**src/rtl/conv_fmap_buffer.sv**
```systemverilog
`timescale 1ns/1ps
`default_nettype none
// conv_fmap_buffer: collects one CH-lane beat per handshake, in raster order, into a CH x H x W map.
// A frame handshake (out_vld/out_rdy) follows. Define CONV_FMAP_RELU_EN to clamp negative lanes to zero on write.
module conv_fmap_buffer #(
  parameter  int DW = 8,
  parameter  int CH = 3,
  parameter  int H  = 6,
  parameter  int W  = 6,
  localparam int IW = (H * W > 1) ? $clog2(H * W) : 1
) (
  input  logic                     clk,
  input  logic                     rst_n,
  input  logic                     clr,
  input  logic                     in_vld,
  output logic                     in_rdy,
  input  logic [CH*DW-1:0]         in_data,
  output logic                     out_vld,
  input  logic                     out_rdy,
  output logic [CH*H*W*DW-1:0]     fmap_lin,
  output logic [IW-1:0]            wr_idx
);

  localparam int            HW       = H * W;
  localparam logic [IW-1:0] LAST_IDX = IW'(HW - 1);

  localparam logic [0:0] FILL = 1'b0;
  localparam logic [0:0] FULL = 1'b1;

  logic [0:0]       state;
  logic [CH*DW-1:0] wr_data;
  logic             accept;

  assign in_rdy  = (state == FILL);
  assign out_vld = (state == FULL);
  assign accept  = in_vld & in_rdy;

  for (genvar c = 0; c < CH; c++) begin : g_lane
`ifdef CONV_FMAP_RELU_EN
    assign wr_data[c*DW +: DW] = in_data[c*DW + DW - 1] ? '0 : in_data[c*DW +: DW];
`else
    assign wr_data[c*DW +: DW] = in_data[c*DW +: DW];
`endif
  end

  always_ff @(posedge clk or negedge rst_n) begin
    if (!rst_n) begin
      state  <= FILL;
      wr_idx <= '0;
    end else if (clr) begin
      state  <= FILL;
      wr_idx <= '0;
    end else if (state == FILL) begin
      if (in_vld) begin
        if (wr_idx == LAST_IDX) begin
          wr_idx <= '0;
          state  <= FULL;
        end else begin
          wr_idx <= wr_idx + IW'(1);
        end
      end
    end else if (out_rdy) begin
      state <= FILL;
    end
  end

  // Every lane of a beat lands at the same raster position in its own channel plane.
  always_ff @(posedge clk or negedge rst_n) begin
    if (!rst_n) begin
      fmap_lin <= '0;
    end else if (clr) begin
      fmap_lin <= '0;
    end else if (accept) begin
      for (int p = 0; p < HW; p++) begin
        if (wr_idx == IW'(p)) begin
          for (int c = 0; c < CH; c++) begin
            fmap_lin[(c*HW + p)*DW +: DW] <= wr_data[c*DW +: DW];
          end
        end
      end
    end
  end

endmodule
`default_nettype wire
```
**config.mk**
```make
export PLATFORM = sky130hd
export DESIGN_NAME = conv_fmap_buffer
export DESIGN_NICKNAME = d
export VERILOG_FILES = /design/src/rtl/conv_fmap_buffer.sv
export SDC_FILE = /design/constraint.sdc
export NUM_CORES = 1
export LEC_CHECK = 0
export ABC_AREA = 1
export BUFFER_PORTS_ARGS = -buffer_cell sky130_fd_sc_hd__buf_2
export CAP_MARGIN = 40
export CORE_AREA = 2 2 354 356
export CTS_CLUSTER_DIAMETER = 40
export DETAILED_ROUTE_END_ITERATION = 7
export DIE_AREA = 0 0 356 358
export GPL_TIMING_DRIVEN = 0
export PLACE_DENSITY = 0.47
export RECOVER_POWER = 100
export SYNTH_ARGS = -nofsm -noshare
export SYNTH_HDL_FRONTEND = slang
export SYNTH_SLANG_ARGS = --single-unit
```
**constraint.sdc**
```tcl
create_clock -name clk -period 1.9 [get_ports clk]
set_clock_uncertainty 0.05 [all_clocks]
set_input_delay 0.38 -clock clk [delete_from_list [all_inputs] [get_ports clk]]
set_output_delay 0.38 -clock clk [all_outputs]
set_load 0.005 [all_outputs]
```
Word level (Yosys, flattened, before mapping)
Index checks and enable logic that the tools add are counted.
Storage, ports and cells
  input port bits: 29
  flip-flop bits (word level): 871
  word-level logic and storage cells: 272
Cells by class
  bitwise operators: 2
  reductions and logical operators: 76
  add/subtract/negate cells: 1
  eq/ne operators: 36
  mux-type cells: 119
Operators with widths (count)
  864-bit two-way mux: 2
  8-bit two-way mux: 108
  6-bit by 5-bit equality test with 1-bit output (second input constant): 16
  2-bit nonzero test: 38
  2-bit AND reduction: 37
  6-bit by 4-bit equality test with 1-bit output (second input constant): 8
  6-bit by 3-bit equality test with 1-bit output (second input constant): 4
  6-bit equality test (second input constant): 4
  6-bit two-way mux: 4
  6-bit by 2-bit equality test with 1-bit output (second input constant): 2
  6-bit by 1-bit adder with 6-bit output (second input constant): 1
  6-bit by 1-bit equality test with 1-bit output (second input constant): 1
  6-bit zero test: 1
  1-bit two-way mux: 5
  2-bit != test (second input constant): 1
  1-bit AND: 1
  1-bit NOT: 1

Depth between registers and ports, before layout
Gate-level depths: netlist of run 1.
  depth after elaboration: 5
  mapped depth: 9
  gate-level depth less buffers: 8

Least setup slack after synthesis of run 1
Ideal clock, no wire load.
  path kind: reg-to-reg
  start: register wr_idx[0]
  end: register fmap_lin[230]
  setup slack: 0.181 ns
  cell stages (with the launch flop): 10
  required time: 1.767 ns
  data arrival time: 1.587 ns
  buffers on the path: 2
  period minus slack after synthesis: 1.719 ns
  cell sequence: dfrtp_1 inv_1 ha_1 inv_1 nor2_1 nand2_1 buf_2 buf_1 nand3_1 o21ai_0
On the way
  word-level cells in the longest chain between the ends: 3
RTL lines
  from (decl): RTL line 21  | output logic [IW-1:0] wr_idx
  from (signal assigned): RTL line 59  | wr_idx <= wr_idx + IW'(1);
  6-bit by 5-bit equality test with 1-bit output: RTL line 75  | if (wr_idx == IW'(p)) begin
  2-bit nonzero test (no source line)
  2-bit AND reduction (no source line)
  to (signal, indexed assignment): RTL line 77  | fmap_lin[(c*HW + p)*DW +: DW] <= wr_data[c*DW +: DW];
  to (decl): RTL line 20  | output logic [CH*H*W*DW-1:0] fmap_lin,
No other way between the ends.
A chain may end at the register's enable or synchronous reset.

Worst setup path after layout of run 1
  start: register state (netlist: out_vld)
  end: output port in_rdy
On the way
  word-level cells in the longest chain between the ends: 1
RTL lines
  from (decl): RTL line 30  | logic [0:0] state;
  from (signal assigned): RTL line 48  | state <= FILL;
  from (signal assigned): RTL line 51  | state <= FILL;
  from (signal assigned): RTL line 57  | state <= FULL;
  1-bit NOT
  to (decl): RTL line 16  | output logic in_rdy,
No other way between the ends.

==> summary.log, run 1 <==
qor: detailed_routing.dr.pass1.iters 8
qor: place.placed_cells 6095
qor: critical_path.critical_path.startpoint out_vld
qor: place.place_hpwl 127000 um
qor: clock_network.cts_root_buf sky130_fd_sc_hd__clkbuf_16
qor: sta.slew_violations 0
qor: yosys.post_synth_instance_area 0.0339 sq mm
qor: critical_path.cp.depth 2
qor: run.cap_viol_max_count 0
qor: place.final_estimated_routing_congestion_in_global_placement 0.866
qor: die.core-area 0.123 sq mm
qor: status.violations hold timing, setup timing
qor: sta.hold_viol 49
qor: detailed_routing.detail_route.wl_per_cell 27.4 um
qor: clock_network.cts_hold_repair.buffers 10
qor: global_route.grt_antenna_before_repair 13
qor: die.die_x 356 um
qor: critical_path.critical_path_required 1.47 ns
qor: critical_path.rr_worst_depth 11
qor: die.die_ht 358 um
qor: detailed_routing.drc 0
qor: critical_path.worst_setup_endpoint in_rdy
qor: yosys.synth_flop_cell sky130_fd_sc_hd__dfrtp_1
qor: sta.layout_worst_path_cycle_share 103%
qor: layout.area.growth.synth_to_final 44.9%
qor: sta.minimum_period_implied_by_the_final_worst_setup_slack 1.95 ns
qor: pwr.power.leakage 0.0267 uW
qor: detailed_routing.drtIter0Drc 3113
qor: critical_path.timing.critical_path.max_delay_family flip-flops
qor: yosys.ys_warn_count 0
qor: critical_path.regToRegEndpoint fmap_lin[51]
qor: die.dieArea 0.127 sq mm
qor: clock_network.cts-root-to-sink-buffers 3
qor: global_route.grt_start_max_net_pins 112
qor: detailed_routing.drtAntennaViolNets 0
qor: clock_network.cts_tree done
qor: die.boundaryPins 901
qor: min_path.worst_hold_path_type input port to async pin
qor: die.num_rows 129
qor: clock_network.cts.sinks 871
qor: pwr.power.ir.vdd_worst 919 uV
qor: clock_network.clock_insertion_delay_worst_skew 0.79 ns
qor: yosys.mappedNetlistNets 3570
qor: critical_path.cp-end-kind output port
qor: sta.timing.final.setup_violations 13
qor: critical_path.critPathMaxStageDelay 0.41 ns
qor: sta.setup_repair_after_global_routing_missed_its_margin true
qor: yosys.postSynthRegisterBits 871
qor: yosys.yosysTopAreaCellShare 64.2%
qor: sta.finalWorstSetupSlack -0.0499 ns
qor: critical_path.timing.critical_path.cells clkinv_4 > buf_6
qor: detailed_routing.routed-via-count 32348
qor: yosys.synthDistinctLibCells 22
qor: layout.finish.cell_count_without_fillers 6476
qor: global_route.first_global_vias 31217
qor: critical_path.r2r_start wr_idx[0]
qor: critical_path.worst-r2r-setup-slack -0.01 ns
qor: yosys.synth-seq-area-share 64.2%
qor: global_route.grt.overflow.total 0
qor: clock_network.cts-buffers-inserted 146
qor: die.starting_density_of_the_core 27.5%
qor: yosys.synth_top_area_cell sky130_fd_sc_hd__dfrtp_1
qor: sta.timing.hold.ws -0.0137 ns
qor: place.place_ws -1.28 ns
qor: critical_path.criticalPathCategory flop to output port
qor: global_route.globalRouteTotalUtil 26.7%
qor: critical_path.cp_slowest_cell sky130_fd_sc_hd__dfrtp_1
qor: layout.fillerInstances 12564
qor: status.status finished, violations left
qor: place.io_buffers 900
qor: yosys.yosys-top-cells-count sky130_fd_sc_hd__nand2_1, sky130_fd_sc_hd__dfrtp_1, sky130_fd_sc_hd__nand3_1
qor: yosys.syn-mean-instance-area 9.60 sq um
qor: sta.slew_headroom 14.8%
qor: sta.fin_setup_tns -0.117 ns
qor: layout.num-nets-final 4749
qor: yosys.post_synth_edffs 0
qor: sta.worst_max_slew_pin_slew 1.28 ns
qor: clock_network.worst_setup_hold_path_clk_slew 0.06 ns
qor: critical_path.critical_path.startpoint_type flop
qor: layout.drive_gt1_share 36.6%
qor: critical_path.worst_ep_arrival_time 1.52 ns
qor: critical_path.critical_path_peak_fanout 4
qor: yosys.netlist_instances 3536
qor: yosys.synth_most_common_cell sky130_fd_sc_hd__nand2_1
qor: clock_network.cts_max_level 4
qor: detailed_routing.postRouteWirelength 177000 um
qor: detailed_routing.detail_route.vias_per_cell 5.00
qor: yosys.async_reset_ff_share 100%
qor: pwr.power-per-cell-area 998 mW/mm^2
qor: sta.fmax 513 MHz
qor: global_route.grt_first_pass_wirelength 242000 um
qor: critical_path.critical_path.n_buffers_inverters 2
qor: yosys.post_synth_main_area_contributors sky130_fd_sc_hd__dfrtp_1, sky130_fd_sc_hd__nand3_1, sky130_fd_sc_hd__nand2_1, sky130_fd_sc_hd__o21ai_0, sky130_fd_sc_hd__buf_2
## metal layers
| layer | global-route usage [%] | wire length, um |
|---|---|---|
| met5 | 0 | 43 |
| met4 | 11.6 | 8330 |
| met3 | 7.77 | 14400 |
| met2 | 42.6 | 82900 |
| met1 | 33.6 | 71700 |
## tightest hold or removal path, stage by stage
cell,delay (ns)
sky130_fd_sc_hd__buf_8,0.09
sky130_fd_sc_hd__clkbuf_1,0.18
sky130_fd_sc_hd__buf_16,0.13
sky130_fd_sc_hd__buf_16,0.12
sky130_fd_sc_hd__buf_16,0.32
## sequential cells by signal, indices dropped and copies added, names as in the netlist
register / count
fmap_lin: 864
wr_idx: 6
out_vld: 1
## cells in the final DEF, fill, tap and decap left out, drive strengths merged
master,n
nand3,780
bufbuf,2
clkinv,58
nor2,40
nand2,993
bufinv,13
or2,1
clkbuf,291
ha,5
nand4,4
diode,9
clkinvlp,19
buf,1241
a21oi,2
dlygate4sd3,4
inv,45
clkdlybuf4s25,1
o21ai,460
dfrtp,871
## worst min path at each step
stage             startpoint            end  slack (ns)  cells after the start
2_1_floorplan          rst_n    fmap_lin[0]        0.03                      0
3_3_place_gp   fmap_lin[313]  fmap_lin[313]        0.40                      2
3_5_place_dp           rst_n  fmap_lin[442]        0.27                      1
4_1_cts                rst_n  fmap_lin[435]       -0.13                      5
5_1_grt                rst_n  fmap_lin[742]     -0.0008                      5
6_report               rst_n  fmap_lin[279]       -0.01                      5
## per-stage QoR
step,utilization (%),instance area (sq um),power [uW],hold WS (ns)
finish,39.9,49200,49100,-0.0137
global route,39.9,49200,50500,-0.000831
CTS,38.6,47500,49400,-0.133
detailed placement,33.2,40900,21800,0.272
global placement,32.8,40500,21700,0.401
floorplan,-,33900,20100,0.0344
## cell families (layout without fill, tap and decap cells)
group,after synthesis,after routing,synth area share [%]
AOI/OAI and AO/OA,462,462,6.81
adders and majority gates,5,5,0.184
buffers and inverters,380,1674,5.52
DFF,871,871,64.2
other,0,9,0
and+or+nand+nor,1818,1818,23.3
## what timing repair did
item | CTS | global route
pin swaps | 27 | 26
endpoints found under the setup margin | 1077 | 856
gates resized for setup | 293 | 434
cloned | 5 | 22
endpoints found under the hold margin | 167 | 120
buffers inserted | 38 | 37
## power breakdown
group          switching, uW  total [uW]  internal, uW
sequential               124       18900         18800
combinational           2210        2890           681
clock                  10200       27300         17100
total                  12600       49100         36500
## cell type report
type	count	area, sq um	area share (%)
timing repair buffer	1034	6410	13.0
antenna	9	22.5	0.0458
sequential	871	21800	44.3
tap	1637	2050	4.16
multi-input combinational	2285	11200	22.9
clock inverter	84	968	1.97
clock buffer	179	4050	8.24
buffer	326	2380	4.84
inverter	51	245	0.499
Power figures use the tool's default switching activity.
==> inputs of run 2 (changes only) <==
--- a/config.mk
+++ b/config.mk
@@ -8,12 +8,14 @@
 export ABC_AREA = 1
 export BUFFER_PORTS_ARGS = -buffer_cell sky130_fd_sc_hd__buf_2
 export CAP_MARGIN = 40
-export CORE_AREA = 2 2 354 356
+export CELL_PAD_IN_SITES_DETAIL_PLACEMENT = 0
+export CELL_PAD_IN_SITES_GLOBAL_PLACEMENT = 2
+export CORE_AREA = 2 2 349 351
 export CTS_CLUSTER_DIAMETER = 40
 export DETAILED_ROUTE_END_ITERATION = 7
-export DIE_AREA = 0 0 356 358
+export DIE_AREA = 0 0 351 353
 export GPL_TIMING_DRIVEN = 0
-export PLACE_DENSITY = 0.47
+export PLACE_DENSITY = 0.72
 export RECOVER_POWER = 100
 export SYNTH_ARGS = -nofsm -noshare
 export SYNTH_HDL_FRONTEND = slang
==> summary.log, run 2 (synthesis results as in run 1) <==
qor: detailed_routing.detail_route.wl_per_cell 27.0 um [-1.3%]
qor: clock_network.cts_tree done
qor: place.place_hpwl 128000 um [about the same]
qor: critical_path.worst-r2r-setup-slack 0.02 ns [+0.03 ns]
qor: layout.largest_reg_flops 864 [unchanged]
qor: global_route.grt_antenna_before_repair 23 [+10]
qor: clock_network.cts_hold_repair.buffers 8 [-2]
qor: global_route.grt.met3_usage 7.45% [-0.32 points]
qor: sta.fmax 518 MHz [+1.1%]
qor: sta.setup_repair_after_global_routing_missed_its_margin true
qor: pwr.p_total 51600 uW [+5.2%]
qor: global_route.first_global_vias 30747 [-1.5%]
qor: detailed_routing.postRouteWirelength 175000 um [-1.6%]
qor: die.num_rows 128 [-0.78%]
qor: critical_path.worst_ep_arrival_time 1.50 ns [-0.02 ns]
qor: die.dieArea 0.124 sq mm [-2.8%]
qor: clock_network.cts_root_buf sky130_fd_sc_hd__clkbuf_16
qor: clock_network.cts-root-to-sink-buffers 3 [unchanged]
qor: status.status finished, violations left
qor: critical_path.cp_slowest_cell sky130_fd_sc_hd__dfrtp_1
qor: sta.finalWorstSetupSlack -0.0290 ns [+0.0209 ns]
qor: sta.hold_viol 12 [-76%]
qor: clock_network.cts.sinks 871 [unchanged]
qor: sta.slew_violations 0 [unchanged]
qor: layout.final_cell_mix sky130_fd_sc_hd__buf_2, sky130_fd_sc_hd__nand2_1, sky130_fd_sc_hd__dfrtp_1, sky130_fd_sc_hd__nand3_1, sky130_fd_sc_hd__o21ai_0
qor: detailed_routing.drc 0 [unchanged]
qor: detailed_routing.drtIter0Drc 2702 [-13%]
qor: critical_path.criticalPathCategory flop to output port
qor: critical_path.critical_path_peak_fanout 5 [+1]
qor: die.starting_density_of_the_core 28.2% [+0.62 points]
qor: layout.drive_gt1_share 34.7% [-1.9 points]
qor: layout.finish.cell_count_without_fillers 6456 [-0.31%]
qor: critical_path.critical_path.startpoint out_vld
qor: status.violations hold timing, setup timing
qor: critical_path.timing.critical_path.cells clkinv_4 > buf_6
qor: global_route.grt.overflow.total 0 [unchanged]
qor: pwr.power-per-cell-area 1070 mW/mm^2 [+6.9%]
qor: run.cap_viol_max_count 0 [unchanged]
qor: detailed_routing.detail_route.vias_per_cell 4.94 [-1.2%]
qor: pwr.power.ir.vdd_worst 910 uV [-1.0%]
qor: critical_path.critical_path.n_buffers_inverters 2 [unchanged]
qor: place.place_ws -1.31 ns [-0.0240 ns]
qor: die.die_ht 353 um [-1.4%]
qor: pwr.power.leakage 0.0267 uW [-0.15%]
qor: sta.worst_max_slew_pin_slew 1.10 ns [-0.179 ns]
qor: critical_path.r2r_start wr_idx[1]
qor: sta.slew_headroom 26.7% [+12 points]
qor: global_route.grt_start_max_net_pins 114 [+1.8%]
qor: global_route.grtUsageMet1 35.5% [+1.9 points]
qor: layout.area.growth.synth_to_final 42.6%
qor: place.placed_cells 6084 [-0.18%]
qor: detailed_routing.drtAntennaViolNets 0 [unchanged]
qor: clock_network.cts_max_level 4 [unchanged]
qor: sta.timing.final.setup_violations 2 [-11]
qor: critical_path.critPathMaxStageDelay 0.39 ns [-0.02 ns]
qor: sta.fin_setup_tns -0.0375 ns [+0.0790 ns]
qor: die.boundaryPins 901 [unchanged]
qor: critical_path.critical_path.startpoint_type flop
qor: global_route.grt_most_used_layer met2
qor: layout.num-nets-final 4728 [-0.44%]
qor: global_route.globalRouteTotalUtil 27.5% [+0.80 points]
qor: clock_network.worst_setup_hold_path_clk_slew 0.05 ns [about the same]
qor: die.core-area 0.121 sq mm [-2.2%]
qor: sta.minimum_period_implied_by_the_final_worst_setup_slack 1.93 ns [-0.0209 ns]
qor: global_route.grt_first_pass_wirelength 241000 um [-0.44%]
qor: critical_path.critical_path_required 1.47 ns [about the same]
qor: critical_path.timing.critical_path.max_delay_family flip-flops
qor: clock_network.cts-buffers-inserted 154 [+5.5%]
qor: place.io_buffers 900 [unchanged]
qor: global_route.grt_util_met2 42.3% [-0.29 points]
qor: min_path.worst_hold_path_type input port to async pin
qor: place.final_estimated_routing_congestion_in_global_placement 0.851 [-1.7%]
qor: layout.fillerInstances 12332 [-1.8%]
qor: die.die_x 351 um [-1.4%]
qor: sta.layout_worst_path_cycle_share 102% [-1.1 points]
qor: layout.regMostFlops fmap_lin
qor: sta.timing.hold.ws -0.0242 ns [-0.0106 ns]
qor: detailed_routing.dr.pass1.iters 5 [-3]
qor: critical_path.cp-end-kind output port
qor: clock_network.clock_insertion_delay_worst_skew 0.79 ns [about the same]
qor: layout.final_common_cell sky130_fd_sc_hd__buf_2
qor: detailed_routing.routed-via-count 31873 [-1.5%]
==> run 2: changes by cell type in the layout (fill, tap and decap cells not counted), sizes merged <==
cell | previous run | this run
clkinv | 58 | 61
bufinv | 13 | 24
inv | 45 | 35
dlygate4sd3 | 4 | 3
buf | 1241 | 1226
clkbuf | 291 | 297
bufbuf | 2 | 0
==> run 2: area by class of cell <==
class / instances / area [sq um] / share of cell area, %
timing repair buffer: 1004 / 5850 / 12.1
multi-input combinational: 2285 / 10700 / 22.1
antenna: 9 / 22.5 / 0.0465
inverter: 51 / 251 / 0.520
tap: 1625 / 2030 / 4.20
clock buffer: 196 / 4340 / 8.96
sequential: 871 / 21800 / 45.1
clock inverter: 88 / 1270 / 2.62
buffer: 327 / 2130 / 4.41
==> run 2: per-stage QoR <==
stage | utilization, % | cell area, sq um
2_1_floorplan | - | 33900
3_3_place_gp | 33.6 | 40500
3_5_place_dp | 34.0 | 41000
4_1_cts | 39.5 | 47700
5_1_grt | 40.1 | 48400
6_report | 40.1 | 48400
==> run 2: power by group <==
part,internal [uW],leakage (uW),switching (uW),total (uW)
clock,19500,0.00270,10400,29900
combinational,668,0.0119,2110,2780
sequential,18800,0.0121,155,18900
total,39000,0.0267,12700,51600
==> run 2: repair_timing <==
action                                  in CTS  in global routing
gates resized for setup                    253                177
gates cloned                                 1                  9
buffers inserted                            21                 42
pin swaps                                   21                 29
endpoints found under the hold margin      195                145
endpoints found under the setup margin     951                775
==> run 2: worst paths after layout <==
path,endpoint,depth (start not counted)
max,in_rdy,2
min,fmap_lin[125],5
max reg2reg,fmap_lin[827],8
min reg2reg,fmap_lin[31],2
max in group asynchronous,fmap_lin[712],8
min in group clk,fmap_lin[122],5
==> run 2: worst min-delay path: stages <==
cell,delay (ns)
sky130_fd_sc_hd__clkbuf_1,0.11
sky130_fd_sc_hd__clkbuf_1,0.19
sky130_fd_sc_hd__buf_16,0.13
sky130_fd_sc_hd__buf_16,0.11
sky130_fd_sc_hd__buf_16,0.25
==> run 2: per-layer routing <==
| layer | up-vias | wire, um |
|---|---|---|
| li1 | 14114 | - |
| met1 | 16194 | 72100 |
| met2 | 1250 | 79900 |
| met3 | 313 | 13400 |
| met4 | 2 | 9240 |
| met5 | - | 13 |
